===== config.mk =====
export PLATFORM = sky130hd
export DESIGN_NAME = rv32v_lane_agu
export DESIGN_NICKNAME = d
export VERILOG_FILES = /design/src/rtl/rv32v_types_pkg.sv /design/src/rtl/rv32v_agu_lane_addr.sv /design/src/rtl/rv32v_lane_agu.sv
export SDC_FILE = /design/constraint.sdc
export NUM_CORES = 1
export LEC_CHECK = 0
export ABC_AREA = 1
export CAP_MARGIN = 20
export CORE_ASPECT_RATIO = 1.25
export CORE_UTILIZATION = 57
export DETAILED_ROUTE_END_ITERATION = 10
export GPL_ROUTABILITY_DRIVEN = 0
export PLACE_DENSITY = 0.86
export SKIP_CTS_REPAIR_TIMING = 1
export SYNTH_ARGS = -nofsm -noshare
export SYNTH_HDL_FRONTEND = slang
export SYNTH_SLANG_ARGS = --single-unit

===== constraint.sdc =====
create_clock -name CLK -period 2.5 [get_ports CLK]
set_input_delay 0.5 -clock CLK [delete_from_list [all_inputs] [get_ports CLK]]
set_output_delay 0.5 -clock CLK [all_outputs]
set_load 0.005 [all_outputs]

===== src/rtl/rv32v_types_pkg.sv =====
// rtl/rv32v_types_pkg.sv - shared enums and helpers for the RV32V lane AGU
package rv32v_types_pkg;

  typedef enum logic [1:0] {
    UNIT    = 2'd0,
    STRIDED = 2'd1,
    INDEXED = 2'd2
  } agu_mode_t;

  typedef enum logic [1:0] {
    E8  = 2'd0,
    E16 = 2'd1,
    E32 = 2'd2
  } eew_t;

  typedef enum logic [1:0] {
    IDLE  = 2'd0,
    ISSUE = 2'd1,
    FIN   = 2'd2
  } agu_state_t;

  function automatic logic [2:0] eew_bytes(eew_t e);
    case (e)
      E16:     eew_bytes = 3'd2;
      E32:     eew_bytes = 3'd4;
      default: eew_bytes = 3'd1;
    endcase
  endfunction

endpackage


===== src/rtl/rv32v_agu_lane_addr.sv =====
// rtl/rv32v_agu_lane_addr.sv - combinational address of one lane within a beat
module rv32v_agu_lane_addr
  import rv32v_types_pkg::*;
#(
  parameter int ADDR_W = 32,
  parameter int LANE   = 0
) (
  input  agu_mode_t          i_mode,
  input  logic [ADDR_W-1:0]  i_acc,
  input  logic [ADDR_W-1:0]  i_step,
  input  logic [ADDR_W-1:0]  i_base,
  input  logic [ADDR_W-1:0]  i_idx,
  output logic [ADDR_W-1:0]  o_addr
);

  always_comb begin
    o_addr = i_acc + ADDR_W'(LANE) * i_step;
    if (i_mode == INDEXED) begin
      o_addr = i_base + i_idx;
    end
  end

endmodule


===== src/rtl/rv32v_lane_agu.sv =====
// rtl/rv32v_lane_agu.sv - multi-lane vector AGU sequencer
// Optional RV32V_AGU_MISALIGN_CHECK_EN adds misalign_err/misalign_lane and aborts on misaligned beats.
module rv32v_lane_agu
  import rv32v_types_pkg::*;
#(
  parameter int NUM_LANES = 2,
  parameter int VL_W      = 7,
  parameter int ADDR_W    = 32
) (
  input  logic                          CLK,
  input  logic                          nRST,
  input  logic                          flush,
  input  logic                          stall,
  input  logic                          start_valid,
  output logic                          start_ready,
  input  logic [1:0]                    mode,
  input  logic [1:0]                    eew,
  input  logic [ADDR_W-1:0]             base,
  input  logic [ADDR_W-1:0]             stride,
  input  logic [VL_W-1:0]               vl,
  input  logic [NUM_LANES*ADDR_W-1:0]   idx,
  input  logic [NUM_LANES-1:0]          mask,
  output logic                          out_valid,
  input  logic                          out_ready,
  output logic [NUM_LANES*ADDR_W-1:0]   out_addr,
  output logic [NUM_LANES-1:0]          out_lane_en,
  output logic [VL_W-1:0]               out_elem_idx,
  output logic                          done
`ifdef RV32V_AGU_MISALIGN_CHECK_EN
  ,
  output logic                          misalign_err,
  output logic [NUM_LANES-1:0]          misalign_lane
`endif
);

  localparam int PW = VL_W + 1;

  agu_state_t                  r_state, w_next_state;
  agu_mode_t                   r_mode;
  logic [ADDR_W-1:0]           r_base, r_step, r_acc;
  logic [VL_W-1:0]             r_vl, r_elem_ptr;
  logic                        w_issue, w_start, w_fire, w_last, w_misalign;
  logic [NUM_LANES*ADDR_W-1:0] w_lane_addr;
  logic [NUM_LANES-1:0]        w_lane_en;

  assign w_issue = (r_state == ISSUE);
  assign w_start = (r_state == IDLE) && start_valid && !stall && !flush;
  assign w_fire  = w_issue && out_ready && !stall && !flush;
  // Pointer math is one bit wider so the final beat near max vl cannot wrap.
  assign w_last  = ({1'b0, r_elem_ptr} + PW'(NUM_LANES)) >= {1'b0, r_vl};

  for (genvar k = 0; k < NUM_LANES; k++) begin : g_lane
    rv32v_agu_lane_addr #(
      .ADDR_W (ADDR_W),
      .LANE   (k)
    ) u_lane_addr (
      .i_mode (r_mode),
      .i_acc  (r_acc),
      .i_step (r_step),
      .i_base (r_base),
      .i_idx  (idx[k*ADDR_W +: ADDR_W]),
      .o_addr (w_lane_addr[k*ADDR_W +: ADDR_W])
    );
    assign w_lane_en[k] = (({1'b0, r_elem_ptr} + PW'(k)) < {1'b0, r_vl}) && mask[k];
  end

  assign start_ready  = (r_state == IDLE);
  assign out_valid    = w_issue;
  assign out_addr     = w_issue ? w_lane_addr : '0;
  assign out_lane_en  = w_issue ? w_lane_en : '0;
  assign out_elem_idx = r_elem_ptr;

`ifdef RV32V_AGU_MISALIGN_CHECK_EN
  eew_t                 r_eew;
  logic [NUM_LANES-1:0] w_bad;

  always_comb begin
    w_bad = '0;
    for (int k = 0; k < NUM_LANES; k++) begin
      case (r_eew)
        E16:     w_bad[k] = w_lane_en[k] && w_lane_addr[k*ADDR_W];
        E32:     w_bad[k] = w_lane_en[k] && (|w_lane_addr[k*ADDR_W +: 2]);
        default: w_bad[k] = 1'b0;
      endcase
    end
  end

  assign w_misalign    = |w_bad;
  assign misalign_err  = w_fire && w_misalign;
  assign misalign_lane = w_fire ? w_bad : '0;
`else
  assign w_misalign = 1'b0;
`endif

  always_comb begin
    w_next_state = r_state;
    done         = 1'b0;
    case (r_state)
      IDLE: begin
        if (w_start) begin
          w_next_state = (vl == '0) ? FIN : ISSUE;
        end
      end
      ISSUE: begin
        if (w_fire) begin
          if (w_misalign) begin
            w_next_state = IDLE;
          end else if (w_last) begin
            done         = 1'b1;
            w_next_state = IDLE;
          end
        end
      end
      FIN: begin
        if (!stall && !flush) begin
          done         = 1'b1;
          w_next_state = IDLE;
        end
      end
      default: w_next_state = IDLE;
    endcase
    if (flush) begin
      w_next_state = IDLE;
    end
  end

  always_ff @(posedge CLK or negedge nRST) begin
    if (!nRST) begin
      r_state    <= IDLE;
      r_mode     <= UNIT;
      r_base     <= '0;
      r_step     <= '0;
      r_acc      <= '0;
      r_vl       <= '0;
      r_elem_ptr <= '0;
`ifdef RV32V_AGU_MISALIGN_CHECK_EN
      r_eew      <= E8;
`endif
    end else begin
      r_state <= w_next_state;
      if (w_start) begin
        r_mode     <= agu_mode_t'(mode);
        r_base     <= base;
        r_step     <= (agu_mode_t'(mode) == STRIDED) ? stride : ADDR_W'(eew_bytes(eew_t'(eew)));
        r_acc      <= base;
        r_vl       <= vl;
        r_elem_ptr <= '0;
`ifdef RV32V_AGU_MISALIGN_CHECK_EN
        r_eew      <= eew_t'(eew);
`endif
      end
      if (w_fire) begin
        r_elem_ptr <= r_elem_ptr + VL_W'(NUM_LANES);
        r_acc      <= r_acc + ADDR_W'(NUM_LANES) * r_step;
      end
    end
  end

endmodule


==> flow_summary.ini, run 1 <==
[clock_tree]
clock-sinks = 113
cts_root_buffer = clkbuf_16
cts_buffers = 17
htreeDepth = 4
clockBufferDepth = 2

[synthesis]
synth_edf_count = 0
syn_area_per_cell_um2 = 5.721
synthFlopType = dfrtp_1
synth_nets = 2911
synth.distinct_cells = 49
synthCells = 2614
synth-seq-cells = 113
synth-seq-area-share = 0.1891
ys_async_sr_fraction = 1.000
ys_warn_count = 0
synth_area_mm2 = 0.01495

[die]
io_pins = 223
row_count = 65
initial_core_util = 0.5856
die_w_um = 146.9
die_h_um = 183.1

[placed_design]
place_ws_ps = -1140
port_buffers = 221
dp_hpwl_mm = 45.40

[grt]
grt_max_degree = 95
grt_usage = 0.9126
overflow = 668

[sta]
worstEpCategory = primary output
grt-worst-endpoint = out_addr[52]

[run_status]
run.stop_error = [ERROR GRT-0232] Routing congestion too high. Check the congestion heatmap in the GUI.
outcome = aborted with a tool error
haltStage = 5_1_grt
through the flow:
stage / instance area, um2 / setup TNS [ps] / std cells / hold WS, ps
global placement: 19210 / -52260 / 3360 / 475.4
CTS: 19830 / -60030 / 3392 / 32.21
detailed placement: 19210 / -55780 / 3360 / 486.7
floorplan: 14950 / 0 / 2614 / 204.4
cells by family after synthesis:
| kind of cell | Yosys count | synth area share |
|---|---|---|
| AND/OR/NAND/NOR | 1451 | 0.3924 |
| buffers and inverters | 513 | 0.1358 |
| AO/OA/AOI/OAI | 349 | 0.1333 |
| adder cells (fa/ha/maj) | 150 | 0.1275 |
| flip-flops | 113 | 0.1891 |
| XOR/XNOR | 37 | 0.02167 |
| other | 1 | 0.0002508 |
routing by layer:
layer  global-route usage  GRT overflow
met2                1.047           412
met3               0.8042            39
met1               0.8634            28
met5               0.6056             1
met4               0.9979           188
Yosys cell counts (2+ instances only):
cell        n  share of area
o211ai_1    3         0.0015
xnor2_1     7         0.0041
nor3b_1     2         0.0010
inv_1     456           0.11
a21boi_0    2         0.0010
a211oi_1    3         0.0015
o22ai_2     9         0.0075
o221ai_1    8         0.0047
inv_4       2        0.00084
or2_2       8         0.0033
fa_1        4         0.0054
o21bai_1   20          0.010
a22o_1      3         0.0018
nand4_1    10         0.0042
a21o_1      9         0.0045
dfrtp_1   113           0.19
buf_1       2        0.00050
buf_4       6         0.0030
o22ai_1     7         0.0029
o21a_1      5         0.0025
nor2_1    232          0.058
xor2_1     30          0.018
nor2_2      3         0.0013
nand3b_1    9         0.0045
nand3_1   154          0.052
nor2_4      2         0.0015
ha_1      146           0.12
clkbuf_1   24         0.0060
nand3_4     2         0.0023
nor3_1     22         0.0074
o21ai_0   102          0.034
and2_1      7         0.0029
a21oi_1   172          0.058
o21ai_1     3         0.0010
nand3_2     2         0.0013
nand2_1   992           0.25
buf_6       5         0.0038
nand2_2     3         0.0013
buf_2      15         0.0050
==> inputs of run 2 (changes only) <==
--- a/config.mk
+++ b/config.mk
@@ -7,11 +7,10 @@
 export LEC_CHECK = 0
 export ABC_AREA = 1
 export CAP_MARGIN = 20
-export CORE_ASPECT_RATIO = 1.25
-export CORE_UTILIZATION = 57
+export CORE_UTILIZATION = 40
 export DETAILED_ROUTE_END_ITERATION = 10
 export GPL_ROUTABILITY_DRIVEN = 0
-export PLACE_DENSITY = 0.86
+export PLACE_DENSITY_LB_ADDON = 0.15
 export SKIP_CTS_REPAIR_TIMING = 1
 export SYNTH_ARGS = -nofsm -noshare
 export SYNTH_HDL_FRONTEND = slang
==> run 2 against run 1 <==
  * The flow now finishes, with violations (negative setup slack)
  * Area after synthesis unchanged
  * Synthesized cell count unchanged
==> flow_summary.ini, run 2 <==
[grt]
grt_antenna_before_repair = 0
grt_pass1_vias = 17280
grt_usage = 0.2985
grt_max_degree = 104
overflow = 0
grt_pass1_wl_mm = 88.82

[die]
dieArea_mm2 = 0.03816
core_mm2 = 0.03670
die_h_um = 195.4
die_w_um = 195.4
row_count = 70
io_pins = 223
initial_core_util = 0.4075

[sta]
fin_ws_ps = -675.0
finalMaxSlewViolations = 0
rsz0062_at_grt = yes
skew_ps = 10.22
finalSetupViolations = 59
fmax_ghz = 0.3150
hold_viol_final = 0
min_period_ps = 3175
fin_crit_sh = 1.270

[synthesis]
ys_async_sr_fraction = 1.000
synth_largest_area_cell = nand2_1
ys_warn_count = 0
synthTopCellsByCount = 992 x nand2_1, 456 x inv_1, 232 x nor2_1, 172 x a21oi_1, 154 x nand3_1
synth.distinct_cells = 49
synth_nets = 2911
synth_edf_count = 0
synthFlopType = dfrtp_1
yosysMostFrequentCell = nand2_1
synthCells = 2614
synth-seq-area-share = 0.1891
synth_area_mm2 = 0.01495
netlist.area_leader.share = 0.2490
synth.area.top_cells = nand2_1 25%, dfrtp_1 19%, ha_1 12%
syn_area_per_cell_um2 = 5.721
synth-seq-cells = 113

[setup_path]
critPathBufInv = 4
startpoint_type = flop
cp_slowest_cell = dfrtp_2
required_ps = 2000
worstPathArrival_ps = 2680
cpPeakStageDelay_ps = 430
path_depth = 15
cp_max_fo = 4
crit_path_frequent_cell = nand3_2
ff2ff_setup_slack_ps = 120
critPathKind = reg -> out
rr_endpoint = r_acc[27]
crit_family = simple AND/OR/NAND/NOR gates
regToRegStartpoint = r_step[4]
worst_setup_path_end_kind = primary output
reg2reg_depth = 13
cp_cell_sequence = ha_4 > inv_2 > fa_2 > inv_2 > nand3_2 > nand3_4 > nand3_2 > nand3b_1 > buf_4 > nand2_4 > nand3_2 > nand2_1 > nor2_1 > nor2_2 > buf_2

[clock_tree]
clk_pin_slew_ps = 70
clk_latency_ps = 450
cts_buffers = 17
clock-sinks = 113
cts_tree = built
htreeDepth = 4
clockBufferDepth = 2
cts_root_buffer = clkbuf_16

[routing]
routedWlPerCell_um = 17.64
dr.first_iter.drc_count = 1836
wl_met2_mm = 29.37
drc_errors = 0
top_layer_used = met4
dr.pass1.iters = 8
dr_wl_met3_mm = 4.242
via_per_inst = 5.300
num_vias = 19120
drtAntennaViolNets = 0
wl_met1_mm = 27.07
wirelength_mm = 63.65

[pwr]
max-vdd-ir-drop_v = 0.0005220
p_total_mw = 26.40
p_per_area_mw_per_mm2 = 1119
leakage_nw = 12.97

[finish]
final_common_cell = nand2_1
top_regs = r_acc x32, r_base x32, r_step x32
final_cell_mix = 813 x nand2_1, 429 x inv_1, 273 x buf_4
antennaDiodeCount = 0
finalCoreUtilization = 0.6428
drive_above_1_share = 0.3102
area.growth.synth_to_final_pct = 57.73
nets = 3424

[flow_run]
max_cap_viol_count = 0

[run_status]
violations = negative setup slack
outcome = complete, but fails checks

[placed_design]
dp_hpwl_mm = 47.54
port_buffers = 221

[hold_path]
min_path_type = in -> async
run 2: kinds of logic after synthesis:
kind of cell | Yosys count | synth area share
other | 1 | 0.0002508
xor gates and xnor gates | 37 | 0.02167
DFF | 113 | 0.1891
buffers and inverters | 513 | 0.1358
AOI/OAI and AO/OA | 349 | 0.1333
adders and majority gates | 150 | 0.1275
and+or+nand+nor | 1451 | 0.3924
run 2: worst reg2reg max path, delay by kind of cell (launching register included):
kind	cells	cell delay (ps)
AOI/OAI and AO/OA	1	140
adders and majority gates	1	360
buffers and inverters	3	370
DFF	1	430
and+or+nand+nor	8	1010
run 2: power breakdown:
part	leakage, nW	switching [mW]	internal [mW]
Sequential	1.40	0.921	2.53
Clock	0.291	1.03	1.53
Combinational	11.3	11.3	9.06
run 2: how the worst max path moves through the flow:
stage	from	to	slack, ps
after floorplan	idx[0]	out_addr[22]	100
after global placement	idx[32]	out_addr[60]	-1110
after detailed placement	idx[0]	out_addr[26]	-1150
after CTS	idx[0]	out_addr[26]	-1160
after global routing	r_base[12]	out_addr[54]	-750
final	r_base[0]	out_addr[60]	-680
run 2: metrics by stage:
stage | cell area (um2) | setup slack, ps | TNS, ps | hold WS, ps | cells
2_1_floorplan | 14950 | 104.8 | 0 | 204.4 | 2614
3_3_place_gp | 19670 | -1108 | -55390 | 382.6 | 3524
3_5_place_dp | 19670 | -1150 | -56780 | 386.8 | 3524
4_1_cts | 20270 | -1157 | -59230 | -73.25 | 3556
5_1_grt | 23590 | -749.7 | -31140 | 492.9 | 3608
6_report | 23590 | -675.0 | -26250 | 470.6 | 3608
run 2: per-layer routing:
metal | GRT usage | up-vias
met5 | 0 | -
met4 | 0.1105 | 0
met3 | 0.02815 | 182
met2 | 0.4960 | 853
met1 | 0.4008 | 8878
li1 | - | 9209
run 2: cell type report:
| type | count | area, um2 |
|---|---|---|
| Tap cell | 468 | 585.6 |
| Timing Repair Buffer | 547 | 4842 |
| Fill cell | 3184 | 13110 |
| Inverter | 460 | 1749 |
| Clock buffer | 19 | 452.9 |
| Sequential cell | 113 | 2865 |
| Multi-Input combinational cell | 1988 | 12940 |
| Clock inverter | 13 | 150.1 |
(Power assumes the default switching activity.)
